--- config.mk ---
export PLATFORM = sky130hd
export DESIGN_NAME = sipo_frame_reg
export DESIGN_NICKNAME = d
export VERILOG_FILES = /design/src/rtl/sipo_pkg.sv /design/src/rtl/sipo_frame_reg.sv
export SDC_FILE = /design/constraint.sdc
export NUM_CORES = 1
export LEC_CHECK = 0
export CAP_MARGIN = 40
export CORE_MARGIN = 8
export CORE_UTILIZATION = 45
export DETAILED_ROUTE_END_ITERATION = 6
export PLACE_DENSITY = 0.79
export SYNTH_ARGS = -nofsm -noshare
export SYNTH_HDL_FRONTEND = slang
export SYNTH_SLANG_ARGS = --single-unit
export TNS_END_PERCENT = 10
--- constraint.sdc ---
create_clock -name clk -period 3 [get_ports clk]
set_input_delay 0.6 -clock clk [delete_from_list [all_inputs] [get_ports clk]]
set_output_delay 0.6 -clock clk [all_outputs]
set_load 0.03 [all_outputs]
--- src/rtl/sipo_pkg.sv ---
// Shared definitions for the SIPO frame register.
//   sipo_clog2      : ceil(log2(v)), minimum 1; sizes the bit counter.
//   MSB_FIRST_ORDER : first received bit lands in the top bit of the word.
//   LSB_FIRST_ORDER : first received bit lands in bit 0 of the word.
package sipo_pkg;

    localparam int MSB_FIRST_ORDER = 1;
    localparam int LSB_FIRST_ORDER = 0;

    function automatic int sipo_clog2(input int v);
        int r;
        r = 0;
        for (int unsigned i = 0; i < 32; i++) begin
            if ((64'd1 << i) < 64'(v)) r = int'(i) + 1;
        end
        return (r < 1) ? 1 : r;
    endfunction

endpackage

--- src/rtl/sipo_frame_reg.sv ---
// Serial-in/parallel-out register with frame counting and a holding register.
//   clk      : clock, rising edge
//   reset    : asynchronous, active-high
//   en       : shift enable (si sampled only when en=1)
//   si       : serial data in
//   clr      : synchronous frame abort; clears shift state and overrun
//   po_ready : consumer accepts po while po_valid=1
//   shift_q  : live shift-register contents
//   bit_cnt  : bits received in the current frame, 0..WIDTH-1
//   po       : last completed frame
//   po_valid : po holds an unaccepted frame
//   overrun  : sticky, a frame completed over an unaccepted one
module sipo_frame_reg
    import sipo_pkg::*;
#(
    parameter int   WIDTH     = 8,
    parameter int   MSB_FIRST = MSB_FIRST_ORDER,
    localparam int  CNT_W     = sipo_clog2(WIDTH)
) (
    input  logic             clk,
    input  logic             reset,
    input  logic             en,
    input  logic             si,
    input  logic             clr,
    input  logic             po_ready,
    output logic [WIDTH-1:0] shift_q,
    output logic [CNT_W-1:0] bit_cnt,
    output logic [WIDTH-1:0] po,
    output logic             po_valid,
    output logic             overrun
);

    logic [WIDTH-1:0] next_shift;
    logic             last_bit;
    logic             complete;
    logic             accept;

    always_comb begin
        next_shift = '0;
        if (MSB_FIRST != 0) begin
            next_shift = {shift_q[WIDTH-2:0], si};
        end else begin
            next_shift = {si, shift_q[WIDTH-1:1]};
        end
    end

    assign last_bit = (bit_cnt == CNT_W'(WIDTH - 1));
    assign complete = en & ~clr & last_bit;
    assign accept   = po_valid & po_ready;

    always_ff @(posedge clk or posedge reset) begin
        if (reset) begin
            shift_q  <= '0;
            bit_cnt  <= '0;
            po       <= '0;
            po_valid <= 1'b0;
            overrun  <= 1'b0;
        end else begin
            if (clr) begin
                shift_q <= '0;
                bit_cnt <= '0;
                overrun <= 1'b0;
            end else if (en) begin
                shift_q <= next_shift;
                bit_cnt <= last_bit ? '0 : bit_cnt + CNT_W'(1);
            end

            // Holding register runs independently of clr; completion never
            // coincides with clr, so the overrun set and clear cannot collide.
            if (complete) begin
                po       <= next_shift;
                po_valid <= 1'b1;
                if (po_valid && !po_ready) overrun <= 1'b1;
            end else if (accept) begin
                po_valid <= 1'b0;
            end
        end
    end

endmodule

* Word-level counts from Yosys, hierarchy flattened
Index checks and enable logic that the tools add are counted.
** Word-level totals
- Register bits after elaboration :: 21
- Bits in latches :: 0
- RAM bits :: 0
- Memory bits (read-only) :: 0
- Input port bits :: 6
- Memories kept :: 0
** Operators by class
- Add/sub/neg operators :: 1
- Multiply operators :: 0
- Div/mod/pow operators :: 0
- Order comparisons :: 0
- Equality and inequality tests :: 1
- Shift operators :: 0
- Multiplexer cells :: 10
- Bitwise logic cells :: 4
- Reduce and logical (&&, ||, !) cells :: 4
** Operator list (count)
- $mux 8 :: 2
- $mux 3 :: 3
- $mux 1 :: 5
- $reduce_bool 2->1 :: 2
- $add 3x1->3 const B :: 1
- $and 1x1->1 :: 3
- $eq 3x3->1 const B :: 1
- $logic_and 1x1->1 :: 1
- $logic_not 1->1 :: 1
- $not 1->1 :: 1

* Depth between registers and ports, before layout
Gate-level depths: netlist (run 1).
- Word-level depth :: 4
- Gate-level depth with buffers :: 4

* Worst setup path after synthesis (run 1)
Ideal clock, no wire load.
- Path kind :: register to register
- From :: reg bit_cnt[0]
- To :: reg po[0]
- Setup time :: 0.125 ns
- Arrival :: 1.420 ns
- Required time :: 2.875 ns
- Setup slack :: 1.456 ns
- Stages on the path, launching flop included :: 5
- Buffers on the path :: 0
- Period minus slack after synthesis :: 1.544 ns
- Cells stage by stage :: dfrtp_1 > ha_1 > ha_1 > nand3b_4 > mux2_2
** On the way
- Longest elaborated chain between the ends :: 2
** RTL lines
- start: declaration :: RTL line sipo_frame_reg.sv:27 : output logic [CNT_W-1:0] bit_cnt,
- start signal: assignment :: RTL line sipo_frame_reg.sv:65 : bit_cnt <= last_bit ? '0 : bit_cnt + CNT_W'(1);
- $eq 3x3->1 :: RTL line sipo_frame_reg.sv:47 : assign last_bit = (bit_cnt == CNT_W'(WIDTH - 1));
- $and 1x1->1 :: RTL line sipo_frame_reg.sv:48 : assign complete = en & ~clr & last_bit;
- end signal: assignment :: RTL line sipo_frame_reg.sv:71 : po <= next_shift;
- end: declaration :: RTL line sipo_frame_reg.sv:28 : output logic [WIDTH-1:0] po,
No other way between the ends.
A chain may end at the register's enable or synchronous reset.

* Worst setup path after layout (run 1)
- From :: reg shift_q[0]
- To :: out shift_q[0]
** RTL lines
- start: declaration :: RTL line sipo_frame_reg.sv:26 : output logic [WIDTH-1:0] shift_q,
- start signal: assignment :: RTL line sipo_frame_reg.sv:64 : shift_q <= next_shift;
No word-level cell between the ends.

==> results.toml, run 1 <==
[pwr]
power_leakage_nw = 0.584
vdd_ir_drop_max_mv = 0.222
p_per_area_nw_per_um2 = 390

[timing]
worst_slack_ns = 1.01
drv_slew = 0
finalSetupTns_ns = 0
worstMarginPinSlew_ns = 0.759
fmaxAchievable_mhz = 503
skew_ns = 0.00561
rsz0062_at_grt = "no"
slew-limit-headroom_pct = 49.3
final_hold_viol_count = 0
setup_viol = 0
period_needed_ns = 1.99
period_share_pct = 66.3

[floorplanning]
fp.dieArea_sq_um = 3610
dieWidth_um = 60.1
rows = 16
die_y_um = 60.1
initial_utilization_pct = 46.0
coreArea_sq_um = 1900
ios = 27

[finish]
antenna_cells = 0
seqCellArea_sq_um = 526
drive_above_1_share_pct = 14.1
final.fill_count = 161
fin_area_sq_um = 1180
nets = 101
multi_input_area_sq_um = 315
syn_to_final_growth_pct = 34.9

[yosys]
synthTopCellsByCount = "21 x dfrtp_1, 10 x mux2i_1, 10 x nor2_1"
synth_cell_types = 17
syn_nets = 72
synth_most_common_cell = "dfrtp_1"
ys.flop_type = "dfrtp_1"
synth_warnings = 0
ys_ff_latch = 21
synth_area_leader_cell = "dfrtp_1"
synth_area_sq_um = 875
synth_area_per_cell_sq_um = 13.7
synth_edf_count = 0
synthArstFlopShare_pct = 100
yosysSeqAreaShare_pct = 60.1
synth.area.top_cells = "dfrtp_1 60%, mux2i_1 11%, mux2_2 9.0%"
synth_top_area_share_pct = 60.1
syn_inst = 64

[worst_setup_path]
critPathRequiredTime_ns = 2.40
worst-path-buf-inv = 1
critPathKind = "reg -> out"
crit_cells = 1
worstPathCellList = "clkdlybuf4s50_1"
startpoint_type = "register"
path_delay_family = "buffers and inverters"
reg2reg_depth = 4
arrival_ns = 1.39
crit_path_max_fanout = 4
rrSetupSlack_ns = 1.52
worstSetupEndpointType = "output port"
critPathSlowestCell = "clkdlybuf4s50_1"
max_stage_delay_ns = 0.69

[hold_path]
min_path_cells = 1
worst_hold_path_type = "reg -> reg"

[clock_tree]
root_buffer = "clkbuf_4"
cts_buffer_depth = 2
ctsHoldBuffers = 0
cts_max_level = 1
cts_resized = 0
cts_tree = "yes"
post_cts_buffers = 0
clk_latency_ns = 0.28
cts.sinks = 21
cts.clk_slew.worst_paths_ns = 0.11
cts_buffers = 3

[job]
maxCapViolCount = 0

[route]
drt_first_pass_iters = 2
routed_wl_um = 1590
drc = 0
routed.top_layer = "met4"
wl_met2_um = 772
first_iter_violations = 5
vias = 577
met1_length_um = 716
ant_nets = 0
vias_per_cell = 4.85
wl_per_cell_um = 13.4
wl_met3_um = 79

[grt]
grt.total_usage_pct = 9.62
grt_pass1_wl_um = 2670
grt-ovfl-total = 0
grt_max_degree = 22
grt_pass1_vias = 579
antenna_found_initial = 0

[place]
dp_slack_ns = 0.838
place_area_sq_um = 1150
placement.io_buffers = 26
place_congestion = 0.678
hpwl_um = 1240

[run_status]
status = "finished, final reports clean"
registers in the layout, indices dropped and copies added (netlist names):
name	flops
bit_cnt	3
overrun	1
shift_q	8
po_valid	1
po	8
per-stage QoR:
stage,util (%),hold WS [ns],power [W],std cells
finish,62.0,0.512,0.000460,119
detailed placement,60.7,0.489,0.000342,115
CTS,62.0,0.514,0.000467,119
global route,62.0,0.535,0.000485,119
floorplan,-,0.577,0.000324,64
global placement,60.7,0.478,0.000342,115
placed cells by master, fill, tap and decap left out:
cell type / n
a21oi_2: 1
o21ai_0: 1
nand4b_1: 1
clkdlybuf4s50_1: 26
clkbuf_4: 3
nand3b_4: 1
or3b_1: 1
inv_1: 3
ha_1: 2
nand2b_1: 1
dfrtp_1: 21
buf_4: 1
a21oi_1: 1
mux2_1: 1
clkbuf_1: 1
mux2i_1: 10
mux2_2: 7
nor2_1: 10
kinds of logic after synthesis:
kind of cell | after synthesis | synth area share, %
AOI/OAI and AO/OA | 3 | 2.15
adders and majority gates | 2 | 2.86
buffers and inverters | 6 | 3.86
DFF | 21 | 60.1
muxes | 18 | 21.7
and+or+nand+nor | 14 | 9.30
layer usage:
metal	vias up	global-route usage, %
met5	-	0
met4	0	4.08
met3	2	3.23
met2	15	15.7
met1	284	11.2
li1	276	-
cell type report:
type / count / area share (%)
Multi-Input combinational cell: 37 / 26.7
Clock buffer: 4 / 2.23
Tap cell: 27 / 2.86
Sequential cell: 21 / 44.5
Timing Repair Buffer: 27 / 22.7
Inverter: 3 / 0.954
power by group:
group	switching, W	internal (W)	leakage (nW)
clock network	0.0000730	0.0000515	0.0150
registers	0.00000348	0.000287	0.291
logic	0.0000253	0.0000203	0.278
total	0.000102	0.000358	0.584
worst paths after layout:
path | from | to
max reg2reg | bit_cnt[0]$_DFFE_PP0P_ | po[6]$_DFFE_PP0P_
max | shift_q[0]$_DFFE_PP0P_ | shift_q[0]
min in group asynchronous | reset | po[2]$_DFFE_PP0P_
max in group asynchronous | reset | bit_cnt[0]$_DFFE_PP0P_
min | po[2]$_DFFE_PP0P_ | po[2]$_DFFE_PP0P_
min reg2reg | po[2]$_DFFE_PP0P_ | po[2]$_DFFE_PP0P_
Power figures use the tool's default switching activity.
==> run 2, diff against run 1 <==
--- a/config.mk
+++ b/config.mk
@@ -7,9 +7,9 @@
 export LEC_CHECK = 0
 export CAP_MARGIN = 40
 export CORE_MARGIN = 8
-export CORE_UTILIZATION = 45
+export CORE_UTILIZATION = 44
 export DETAILED_ROUTE_END_ITERATION = 6
-export PLACE_DENSITY = 0.79
+export PLACE_DENSITY = 0.78
 export SYNTH_ARGS = -nofsm -noshare
 export SYNTH_HDL_FRONTEND = slang
 export SYNTH_SLANG_ARGS = --single-unit
==> constraint.sdc (replaced) <==
create_clock -name clk -period 2.07 [get_ports clk]
set_input_delay 0.414 -clock clk [delete_from_list [all_inputs] [get_ports clk]]
set_output_delay 0.414 -clock clk [all_outputs]
set_load 0.03 [all_outputs]
==> run 2 against run 1 <==
  * Clock skew is 0.0072 ns higher
  * Flip-flop and latch count stayed put
  * Via count is 0.87% higher
  * Non-clock buffer count is 2 higher
  * Final cell count is 1.7% higher
  * Largest power group unchanged
==> results.toml, run 2 (synthesis results as in run 1) <==
[pwr]
p_switching_w = 0.000168
power_frac_comb_pct = 10.2
seq_power_share_pct = 61.0
total_power_w = 0.000689
p_clk_share_pct = 28.7
p_sw_share_pct = 24.3
internal_power_w = 0.000521
p_per_area_nw_per_um2 = 575
vdd_ir_drop_max_mv = 0.545
power_leakage_nw = 0.593

[worst_setup_path]
critPathSlowestCell = "clkdlybuf4s50_1"
max_stage_delay_ns = 0.69
cp-endpoint = "shift_q[1]"
worstSetupEndpointType = "output port"
crit_path_max_fanout = 4
worstReg2RegEnd = "po[7]$_DFFE_PP0P_"
worstPathCellList = "clkdlybuf4s50_1"
worst-path-buf-inv = 1
r2r_start = "bit_cnt[0]$_DFFE_PP0P_"
path_delay_family = "buffers and inverters"
reg2reg_depth = 4
critPathRequiredTime_ns = 1.66
critPathKind = "reg -> out"
critPathLaunch = "shift_q[1]$_DFFE_PP0P_"
crit_cells = 1
arrival_ns = 1.42
rrSetupSlack_ns = 0.58
startpoint_type = "register"

[run_status]
status = "finished, final reports clean"

[job]
maxCapViolCount = 0

[route]
drt_first_pass_iters = 2
vias = 582
vias_per_cell = 4.81
drc = 0
ant_nets = 0
routed_wl_um = 1760
first_iter_violations = 4
wl_per_cell_um = 14.5

[timing]
worst_slack_ns = 0.238
period_needed_ns = 1.83
fmaxAchievable_mhz = 546
worstMarginPinSlew_ns = 0.320
drv_slew = 0
setup_viol = 0
finalHoldWorstSlack_ns = 0.418
skew_ns = 0.0128
rsz0062_at_grt = "no"
finalSetupTns_ns = 0
period_share_pct = 88.5
slew-limit-headroom_pct = 78.6
final_hold_viol_count = 0

[finish]
antenna_cells = 0
final_cell_mix = "26 x clkdlybuf4s50_1, 21 x dfrtp_1, 10 x mux2i_1, 10 x nor2_1, 7 x mux2_2"
final.fill_count = 175
nets = 103
drive_above_1_share_pct = 17.0
finish.utilization_pct = 62.4
mostFrequentLayoutCell = "clkdlybuf4s50_1"
seqCellArea_sq_um = 526
multi_input_area_sq_um = 315
syn_to_final_growth_pct = 37.1
largestRegisters = "po x8, shift_q x8, bit_cnt x3"

[clock_tree]
cts_max_level = 1
cts_buffers = 3
cts_buffer_depth = 2
ctsHoldBuffers = 0
clk_latency_ns = 0.31
cts.clk_slew.worst_paths_ns = 0.12
post_cts_buffers = 0
cts_resized = 0
root_buffer = "clkbuf_4"
cts.sinks = 21
cts_tree = "yes"

[floorplanning]
coreArea_sq_um = 1920
fp.dieArea_sq_um = 3670
dieWidth_um = 60.6
die_y_um = 60.6
ios = 27
initial_utilization_pct = 45.5
rows = 16

[place]
placement.io_buffers = 26
hpwl_um = 1370
dp_slack_ns = 0.331
place_congestion = 0.744

[grt]
grt-ovfl-total = 0
grt_pass1_vias = 607
antenna_found_initial = 0
grt.total_usage_pct = 10.7
grt_pass1_wl_um = 2910
grt_max_degree = 22

[hold_path]
worst_hold_path_type = "in -> async"
[run 2: cell types whose count changed in the layout (fill, tap and decap cells not counted), sizes merged]
cell,previous run,this run
clkbuf,4,3
buf,1,3
clkinvlp,0,1
[run 2: through the flow]
step           instance area (sq um)  std cells
5_1_grt                         1200        121
6_report                        1200        121
4_1_cts                         1200        121
2_1_floorplan                    875         64
3_5_place_dp                    1170        117
3_3_place_gp                    1170        117
[run 2: worst min-delay path by stage]
| stage | from | to | slack [ns] | cells after the start |
|---|---|---|---|---|
| 2_1_floorplan | reset | bit_cnt[0]$_DFFE_PP0P_ | 0.39 | 1 |
| 3_3_place_gp | po[3]$_DFFE_PP0P_ | po[3]$_DFFE_PP0P_ | 0.49 | 1 |
| 3_5_place_dp | po[3]$_DFFE_PP0P_ | po[3]$_DFFE_PP0P_ | 0.48 | 1 |
| 4_1_cts | reset | shift_q[7]$_DFFE_PP0P_ | 0.43 | 3 |
| 5_1_grt | reset | shift_q[7]$_DFFE_PP0P_ | 0.45 | 3 |
| 6_report | reset | shift_q[7]$_DFFE_PP0P_ | 0.42 | 3 |
[run 2: cell type report]
cell class / count / area share, %
repair buffers: 29 / 23.6
flip-flops and latches: 21 / 43.8
inverters: 3 / 0.939
well taps: 27 / 2.82
clock buffers: 3 / 1.88
clock inverters: 1 / 0.626
multi-input cells: 37 / 26.3
[run 2: layer usage]
| layer | GRT usage (%) | routed length [um] | up-vias |
|---|---|---|---|
| met2 | 18.6 | 854 | 20 |
| met5 | 0 | 0 | - |
| met4 | 2.99 | 8 | 0 |
| met3 | 4.03 | 93 | 2 |
| met1 | 11.9 | 798 | 284 |
| li1 | - | - | 276 |
[run 2: power groups by stage]
stage	logic [W]	registers (W)	clock network, W
final	0.0000706	0.000420	0.000198
after global routing	0.0000774	0.000422	0.000228
after CTS	0.0000727	0.000421	0.000209
after detailed placement	0.0000723	0.000429	0
after global placement	0.0000700	0.000428	0
after floorplan	0.0000314	0.000439	0
==> run 3, diff against run 2 <==
--- a/config.mk
+++ b/config.mk
@@ -10,6 +10,7 @@
 export CORE_UTILIZATION = 44
 export DETAILED_ROUTE_END_ITERATION = 6
 export PLACE_DENSITY = 0.78
+export SKIP_CTS_REPAIR_TIMING = 1
 export SYNTH_ARGS = -nofsm -noshare
 export SYNTH_HDL_FRONTEND = slang
 export SYNTH_SLANG_ARGS = --single-unit
==> results of run 3 <==
No change in the layout: final DEF, timing and power equal those of run 2.
